File: config.mk
export PLATFORM = sky130hd
export DESIGN_NAME = div_hilo_ctrl_flat
export DESIGN_NICKNAME = d
export VERILOG_FILES = /design/src/rtl/div_hilo_if.sv /design/src/rtl/div_hilo_ctrl.sv /design/src/flat_wrapper.sv
export SDC_FILE = /design/constraint.sdc
export NUM_CORES = 1
export LEC_CHECK = 0
export CORE_MARGIN = 2
export CORE_UTILIZATION = 42
export DETAILED_ROUTE_END_ITERATION = 16
export GPL_ROUTABILITY_DRIVEN = 0
export GPL_TIMING_DRIVEN = 0
export PLACE_DENSITY = 0.93
export SLEW_MARGIN = 20
export SYNTH_ARGS = -nofsm -noshare
export SYNTH_HDL_FRONTEND = slang
export SYNTH_SLANG_ARGS = --single-unit
File: constraint.sdc
create_clock -name i_clock -period 2.55 [get_ports i_clock]
set_input_delay 0.51 -clock i_clock [delete_from_list [all_inputs] [get_ports i_clock]]
set_output_delay 0.51 -clock i_clock [all_outputs]
set_load 0.01 [all_outputs]
File: src/rtl/div_hilo_if.sv
// Bundle between decode/execute, the iterative divider and the HI/LO controller.
// The controller takes the slave view; the pipeline/divider environment takes the master view.
interface div_hilo_if;
    logic        div_req;
    logic [31:0] rs_data;
    logic [31:0] rt_data;
    logic        kill;
    logic        mthi_we;
    logic        mtlo_we;
    logic [31:0] div_dividend;
    logic [31:0] div_divisor;
    logic        div_start;
    logic        div_busy;
    logic        div_ready;
    logic [63:0] div_z;
    logic [31:0] hi;
    logic [31:0] lo;
    logic        stall;
    logic        div_timeout;

    modport slave (
        input  div_req, rs_data, rt_data, kill, mthi_we, mtlo_we,
        input  div_busy, div_ready, div_z,
        output div_dividend, div_divisor, div_start, hi, lo, stall, div_timeout
    );

    modport master (
        output div_req, rs_data, rt_data, kill, mthi_we, mtlo_we,
        output div_busy, div_ready, div_z,
        input  div_dividend, div_divisor, div_start, hi, lo, stall, div_timeout
    );
endinterface

File: src/rtl/div_hilo_ctrl.sv
// Sequences DIV through the iterative divider and owns the HI/LO registers.
// 37 stall cycles per divide; divide-by-zero and MTHI/MTLO complete in one edge.
module div_hilo_ctrl #(
    parameter int TIMEOUT = 40
) (
    input  logic      i_clock,
    input  logic      i_reset,
    div_hilo_if.slave io_bus
);
    localparam int CW = $clog2(TIMEOUT + 1);

    typedef enum logic [1:0] {
        S_IDLE  = 2'd0,
        S_RUN   = 2'd1,
        S_DRAIN = 2'd2
    } state_t;

    state_t          r_state;
    state_t          w_next;
    logic [31:0]     r_hi;
    logic [31:0]     r_lo;
    logic [31:0]     r_dividend;
    logic [31:0]     r_divisor;
    logic            r_start;
    logic            r_timeout;
    logic [CW-1:0]   r_wd_cnt;
    logic            w_rt_zero;
    logic            w_req_ok;
    logic            w_accept;
    logic            w_dz;
    logic            w_done;
    logic            w_wd_fire;
    logic            w_cnt_en;
    logic            w_stall;

    assign w_rt_zero = (io_bus.rt_data == '0);
    assign w_req_ok  = (r_state == S_IDLE) & io_bus.div_req & ~io_bus.kill;
    assign w_accept  = w_req_ok & ~w_rt_zero;
    assign w_dz      = w_req_ok & w_rt_zero;
    // kill has priority over both a result and a watchdog expiry
    assign w_done    = (r_state == S_RUN) & ~io_bus.kill & io_bus.div_ready;
    assign w_wd_fire = (r_state == S_RUN) & ~io_bus.kill & ~io_bus.div_ready
                     & (r_wd_cnt == CW'(TIMEOUT - 1));
    assign w_cnt_en  = (r_state == S_RUN) & (io_bus.div_busy | ~io_bus.div_ready);

    always_comb begin
        w_next  = r_state;
        w_stall = 1'b0;
        case (r_state)
            S_IDLE: begin
                w_stall = w_accept;
                if (w_accept) w_next = S_RUN;
            end
            S_RUN: begin
                w_stall = 1'b1;
                if (io_bus.kill | io_bus.div_ready | w_wd_fire) w_next = S_DRAIN;
            end
            S_DRAIN: begin
                w_stall = 1'b1;
                w_next  = S_IDLE;
            end
            default: w_next = S_IDLE;
        endcase
    end

    always_ff @(posedge i_clock) begin
        if (i_reset) begin
            r_state    <= S_IDLE;
            r_hi       <= '0;
            r_lo       <= '0;
            r_dividend <= '0;
            r_divisor  <= '0;
            r_start    <= 1'b0;
            r_timeout  <= 1'b0;
            r_wd_cnt   <= '0;
        end else begin
            r_state <= w_next;
            // start is simply "we will be in RUN next cycle"
            r_start <= (w_next == S_RUN);
            if (w_accept) begin
                r_dividend <= io_bus.rs_data;
                r_divisor  <= io_bus.rt_data;
            end
            if (w_accept)      r_wd_cnt <= '0;
            else if (w_cnt_en) r_wd_cnt <= r_wd_cnt + CW'(1);
            if (w_wd_fire) r_timeout <= 1'b1;
            if (w_dz) begin
                r_hi <= io_bus.rs_data;
                r_lo <= 32'hFFFF_FFFF;
            end else if (w_done) begin
                r_hi <= io_bus.div_z[63:32];
                r_lo <= io_bus.div_z[31:0];
            end else if (r_state == S_IDLE) begin
                if (io_bus.mthi_we) r_hi <= io_bus.rs_data;
                if (io_bus.mtlo_we) r_lo <= io_bus.rs_data;
            end
        end
    end

    assign io_bus.div_dividend = r_dividend;
    assign io_bus.div_divisor  = r_divisor;
    assign io_bus.div_start    = r_start;
    assign io_bus.hi           = r_hi;
    assign io_bus.lo           = r_lo;
    assign io_bus.stall        = w_stall;
    assign io_bus.div_timeout  = r_timeout;
endmodule

File: src/flat_wrapper.sv
// flat-port wrapper written by rule: the top's interface ports become plain ports
module div_hilo_ctrl_flat 
#(
    parameter int TIMEOUT = 40
)
  (i_clock, i_reset, io_bus_div_req, io_bus_rs_data, io_bus_rt_data, io_bus_kill, io_bus_mthi_we, io_bus_mtlo_we, io_bus_div_busy, io_bus_div_ready, io_bus_div_z, io_bus_div_dividend, io_bus_div_divisor, io_bus_div_start, io_bus_hi, io_bus_lo, io_bus_stall, io_bus_div_timeout);
  div_hilo_if io_bus_i ();
  input  logic i_clock;
  input  logic i_reset;
  input wire logic [$bits(io_bus_i.div_req)-1:0] io_bus_div_req;
  input wire logic [$bits(io_bus_i.rs_data)-1:0] io_bus_rs_data;
  input wire logic [$bits(io_bus_i.rt_data)-1:0] io_bus_rt_data;
  input wire logic [$bits(io_bus_i.kill)-1:0] io_bus_kill;
  input wire logic [$bits(io_bus_i.mthi_we)-1:0] io_bus_mthi_we;
  input wire logic [$bits(io_bus_i.mtlo_we)-1:0] io_bus_mtlo_we;
  input wire logic [$bits(io_bus_i.div_busy)-1:0] io_bus_div_busy;
  input wire logic [$bits(io_bus_i.div_ready)-1:0] io_bus_div_ready;
  input wire logic [$bits(io_bus_i.div_z)-1:0] io_bus_div_z;
  output wire logic [$bits(io_bus_i.div_dividend)-1:0] io_bus_div_dividend;
  output wire logic [$bits(io_bus_i.div_divisor)-1:0] io_bus_div_divisor;
  output wire logic [$bits(io_bus_i.div_start)-1:0] io_bus_div_start;
  output wire logic [$bits(io_bus_i.hi)-1:0] io_bus_hi;
  output wire logic [$bits(io_bus_i.lo)-1:0] io_bus_lo;
  output wire logic [$bits(io_bus_i.stall)-1:0] io_bus_stall;
  output wire logic [$bits(io_bus_i.div_timeout)-1:0] io_bus_div_timeout;
  assign io_bus_i.div_req = io_bus_div_req;
  assign io_bus_i.rs_data = io_bus_rs_data;
  assign io_bus_i.rt_data = io_bus_rt_data;
  assign io_bus_i.kill = io_bus_kill;
  assign io_bus_i.mthi_we = io_bus_mthi_we;
  assign io_bus_i.mtlo_we = io_bus_mtlo_we;
  assign io_bus_i.div_busy = io_bus_div_busy;
  assign io_bus_i.div_ready = io_bus_div_ready;
  assign io_bus_i.div_z = io_bus_div_z;
  assign io_bus_div_dividend = io_bus_i.div_dividend;
  assign io_bus_div_divisor = io_bus_i.div_divisor;
  assign io_bus_div_start = io_bus_i.div_start;
  assign io_bus_hi = io_bus_i.hi;
  assign io_bus_lo = io_bus_i.lo;
  assign io_bus_stall = io_bus_i.stall;
  assign io_bus_div_timeout = io_bus_i.div_timeout;
  div_hilo_ctrl #(.TIMEOUT(TIMEOUT)) u_core (.i_clock(i_clock), .i_reset(i_reset), .io_bus(io_bus_i));
endmodule
==> impl_metrics.env <==
export IMPL_fin_crit_sh_pct=97.9
export IMPL_cts_hold_buf=0
export IMPL_layout_nets=1173
export IMPL_finalSetupViolCount=0
export IMPL_clk_root_buffer_cell="clkbuf_16"
export IMPL_stdcell_count=1225
export IMPL_fin_skew_ps=7.49
export IMPL_start_util_pct=42.9
export IMPL_synthCells=739
export IMPL_drtPass1Iterations=5
export IMPL_core_mm2=0.0139
export IMPL_cts_inserted_buffers=17
export IMPL_fillers=1064
export IMPL_die_y_um=123
export IMPL_diodes=0
export IMPL_drt_iter0_markers=443
export IMPL_peakVddDrop_v=0.000358
export IMPL_status="complete, no violations"
export IMPL_grt_max_degree=17
export IMPL_hold_path_class="primary input to register"
export IMPL_crit_arrival_ps=1990
export IMPL_worst_pin_slew_ps=686
export IMPL_synth_warnings=0
export IMPL_maxSlewHeadroom_pct=54.2
export IMPL_grt_overflow_total=0
export IMPL_wl_um=22400
export IMPL_cts_tree="done"
export IMPL_synth_top_area_cell="dfxtp_1"
export IMPL_synth_fp_nets=879
export IMPL_drc=0
export IMPL_synth_area_mm2=0.00595
export IMPL_viasPerCell=5.39
export IMPL_cp_end_kind="output port"
export IMPL_die_x_um=123
export IMPL_p_leak_uw=0.00377
export IMPL_dp_cells=1184
export IMPL_min_period_ps=2500
export IMPL_syn_area_per_cell_um2=8.06
export IMPL_powerDensity_mw_per_mm2=662
export IMPL_crit_path_max_fanout=2
export IMPL_ios=267
export IMPL_ys_ff_latch=138
export IMPL_portBuffers=265
export IMPL_seqCellArea_mm2=0.00276
export IMPL_via_count=6597
export IMPL_path_class="primary input to output port"
export IMPL_synthArstFlopShare_pct=0
export IMPL_ys_seq_area_share_pct=46.4
export IMPL_h_tree_depth=4
export IMPL_antenna_found_initial=1
export IMPL_wl_per_cell_um=18.3
export IMPL_synthDistinctLibCells=38
export IMPL_grt_pass1_wl_um=32900
export IMPL_synth_edf_count=0
export IMPL_drive_gt1_share_pct=10.6
export IMPL_p_total_uw=6340
export IMPL_track_usage_pct=28.7
export IMPL_drv_cap=0
export IMPL_max_freq_mhz=400
export IMPL_crit_required_ps=2040
export IMPL_drv_slew=0
export IMPL_netlist_area_leader_share_pct=46.4
export IMPL_path_clk_slew_ps=60
export IMPL_insertion_delay_ps=420
export IMPL_hold_viol_final=0
export IMPL_ys_flop_type="dfxtp_1"
export IMPL_area_delta_synth_final_pct=60.7
export IMPL_critPathLaunchType="primary input"
export IMPL_first_global_vias=6328
export IMPL_netlist_top_cells_area="dfxtp_1 46%, nand2_1 8.7%, a21oi_1 7.9%"
export IMPL_multiInputGateArea_mm2=0.00272
export IMPL_synth_common_cells="138 x dfxtp_1, 138 x nand2_1, 94 x a21oi_1, 89 x nor2_1, 67 x inv_1"
export IMPL_dp_hpwl_um=16300
export IMPL_clockBufferDepth=2
export IMPL_ant_nets=0
export IMPL_cts_sinks=138
export IMPL_dieArea_mm2=0.0151
export IMPL_num_rows=43
## metal layers
| layer | share of wire (%) | track usage (%) | vias to the layer above |
|---|---|---|---|
| met5 | 0 | 0 | - |
| met4 | 3.6 | 13.6 | 0 |
| met3 | 9.7 | 10.1 | 64 |
| met2 | 49 | 49.6 | 341 |
| met1 | 38 | 31.5 | 3081 |
| li1 | - | - | 3111 |
## through the flow
| stage | utilization (%) | instance area, um2 | hold slack, ps | setup WS [ps] | setup TNS [ps] |
|---|---|---|---|---|---|
| 2_1_floorplan | - | 5950 | 475 | 501 | 0 |
| 3_3_place_gp | 63.6 | 8830 | 440 | -685 | -13930 |
| 3_5_place_dp | 63.6 | 8830 | 444 | -729 | -18720 |
| 4_1_cts | 68.3 | 9480 | 452 | 1.37 | 0 |
| 5_1_grt | 68.9 | 9570 | 394 | -39.8 | -39.8 |
| 6_report | 68.9 | 9570 | 394 | 52.5 | 0 |
## state kept, by name, summed over array words and instances, names as in the netlist
register	cells
u_core.io_bus.div_start	1
u_core.io_bus.hi	32
u_core.io_bus.div_divisor	32
u_core.io_bus.lo	32
u_core.io_bus.div_timeout	1
u_core.r_wd_cnt	6
u_core.r_state	2
u_core.io_bus.div_dividend	32
## critical path, stage by stage
cell and delay (ps):
clkdlybuf4s50_1 430, nor4_2 320, and4_4 280, a21oi_2 70
clkbuf_8 130, nor2_2 70, nor2_1 40, buf_2 140
## logic make-up (layout without fill, tap and decap cells)
group	after synthesis	in the layout	synth area share, %
XOR/XNOR	5	5	0.735
AND/OR/NAND/NOR	265	265	19.8
adder cells (fa/ha/maj)	4	4	0.841
AO/OA/AOI/OAI	202	202	23.4
buffers and inverters	124	430	8.70
flip-flops	138	138	46.4
multiplexers	1	1	0.168
## power breakdown
group	internal, uW	total (uW)	switching (uW)
Combinational	712	1390	676
Clock	1610	2510	900
Sequential	2340	2440	99.2
## layout by cell type, fill, tap and decap left out, drive strengths merged
cell type and instances:
mux2i 1, dlymetal6s2s 10, nand3 2, o41ai 1, nand2b 1, clkinvlp 2, inv 67, dlygate4sd2 8
bufinv 3, xnor2 1, nor3 1, or2 1, ha 4, a211oi 29, dfxtp 138, a31oi 2
a221oi 36, o21ai 6, buf 37, nand4 9, clkinv 2, clkbuf 55, nor4 8, and3 2
o22ai 32, nand3b 1, clkdlybuf4s50 246, a21oi 94, xor2 4, and4 3, nand2 138, o2bb2ai 1
a21boi 1, nor2 99
## layout make-up
class / instances / area share (%)
clock inverters: 7 / 1.20
inverters: 67 / 2.63
clock buffers: 24 / 5.04
multi-input cells: 477 / 28.4
plain buffers: 57 / 2.90
repair buffers: 275 / 28.6
flip-flops and latches: 138 / 28.9
well taps: 180 / 2.35
## timing repair
action | in CTS | in global routing
endpoints found under the setup margin | 1 | 2
resized for setup | 19 | 17
buffers inserted | 4 | 6
pin swaps | 8 | 9
## path summary, 6_finish.rpt
kind | start | end | slack [ps] | depth (start not counted)
max | io_bus_rt_data[4] | io_bus_stall | 50 | 8
min | io_bus_rt_data[11] | u_core.io_bus.div_divisor[11]$_SDFFE_PP0P_ | 390 | 3
max reg2reg | u_core.r_state[1]$_SDFF_PP0_ | u_core.io_bus.lo[25]$_SDFFE_PP0P_ | 170 | 8
min reg2reg | u_core.io_bus.lo[4]$_SDFFE_PP0P_ | u_core.io_bus.lo[4]$_SDFFE_PP0P_ | 450 | 2
Power figures use the tool's default switching activity.
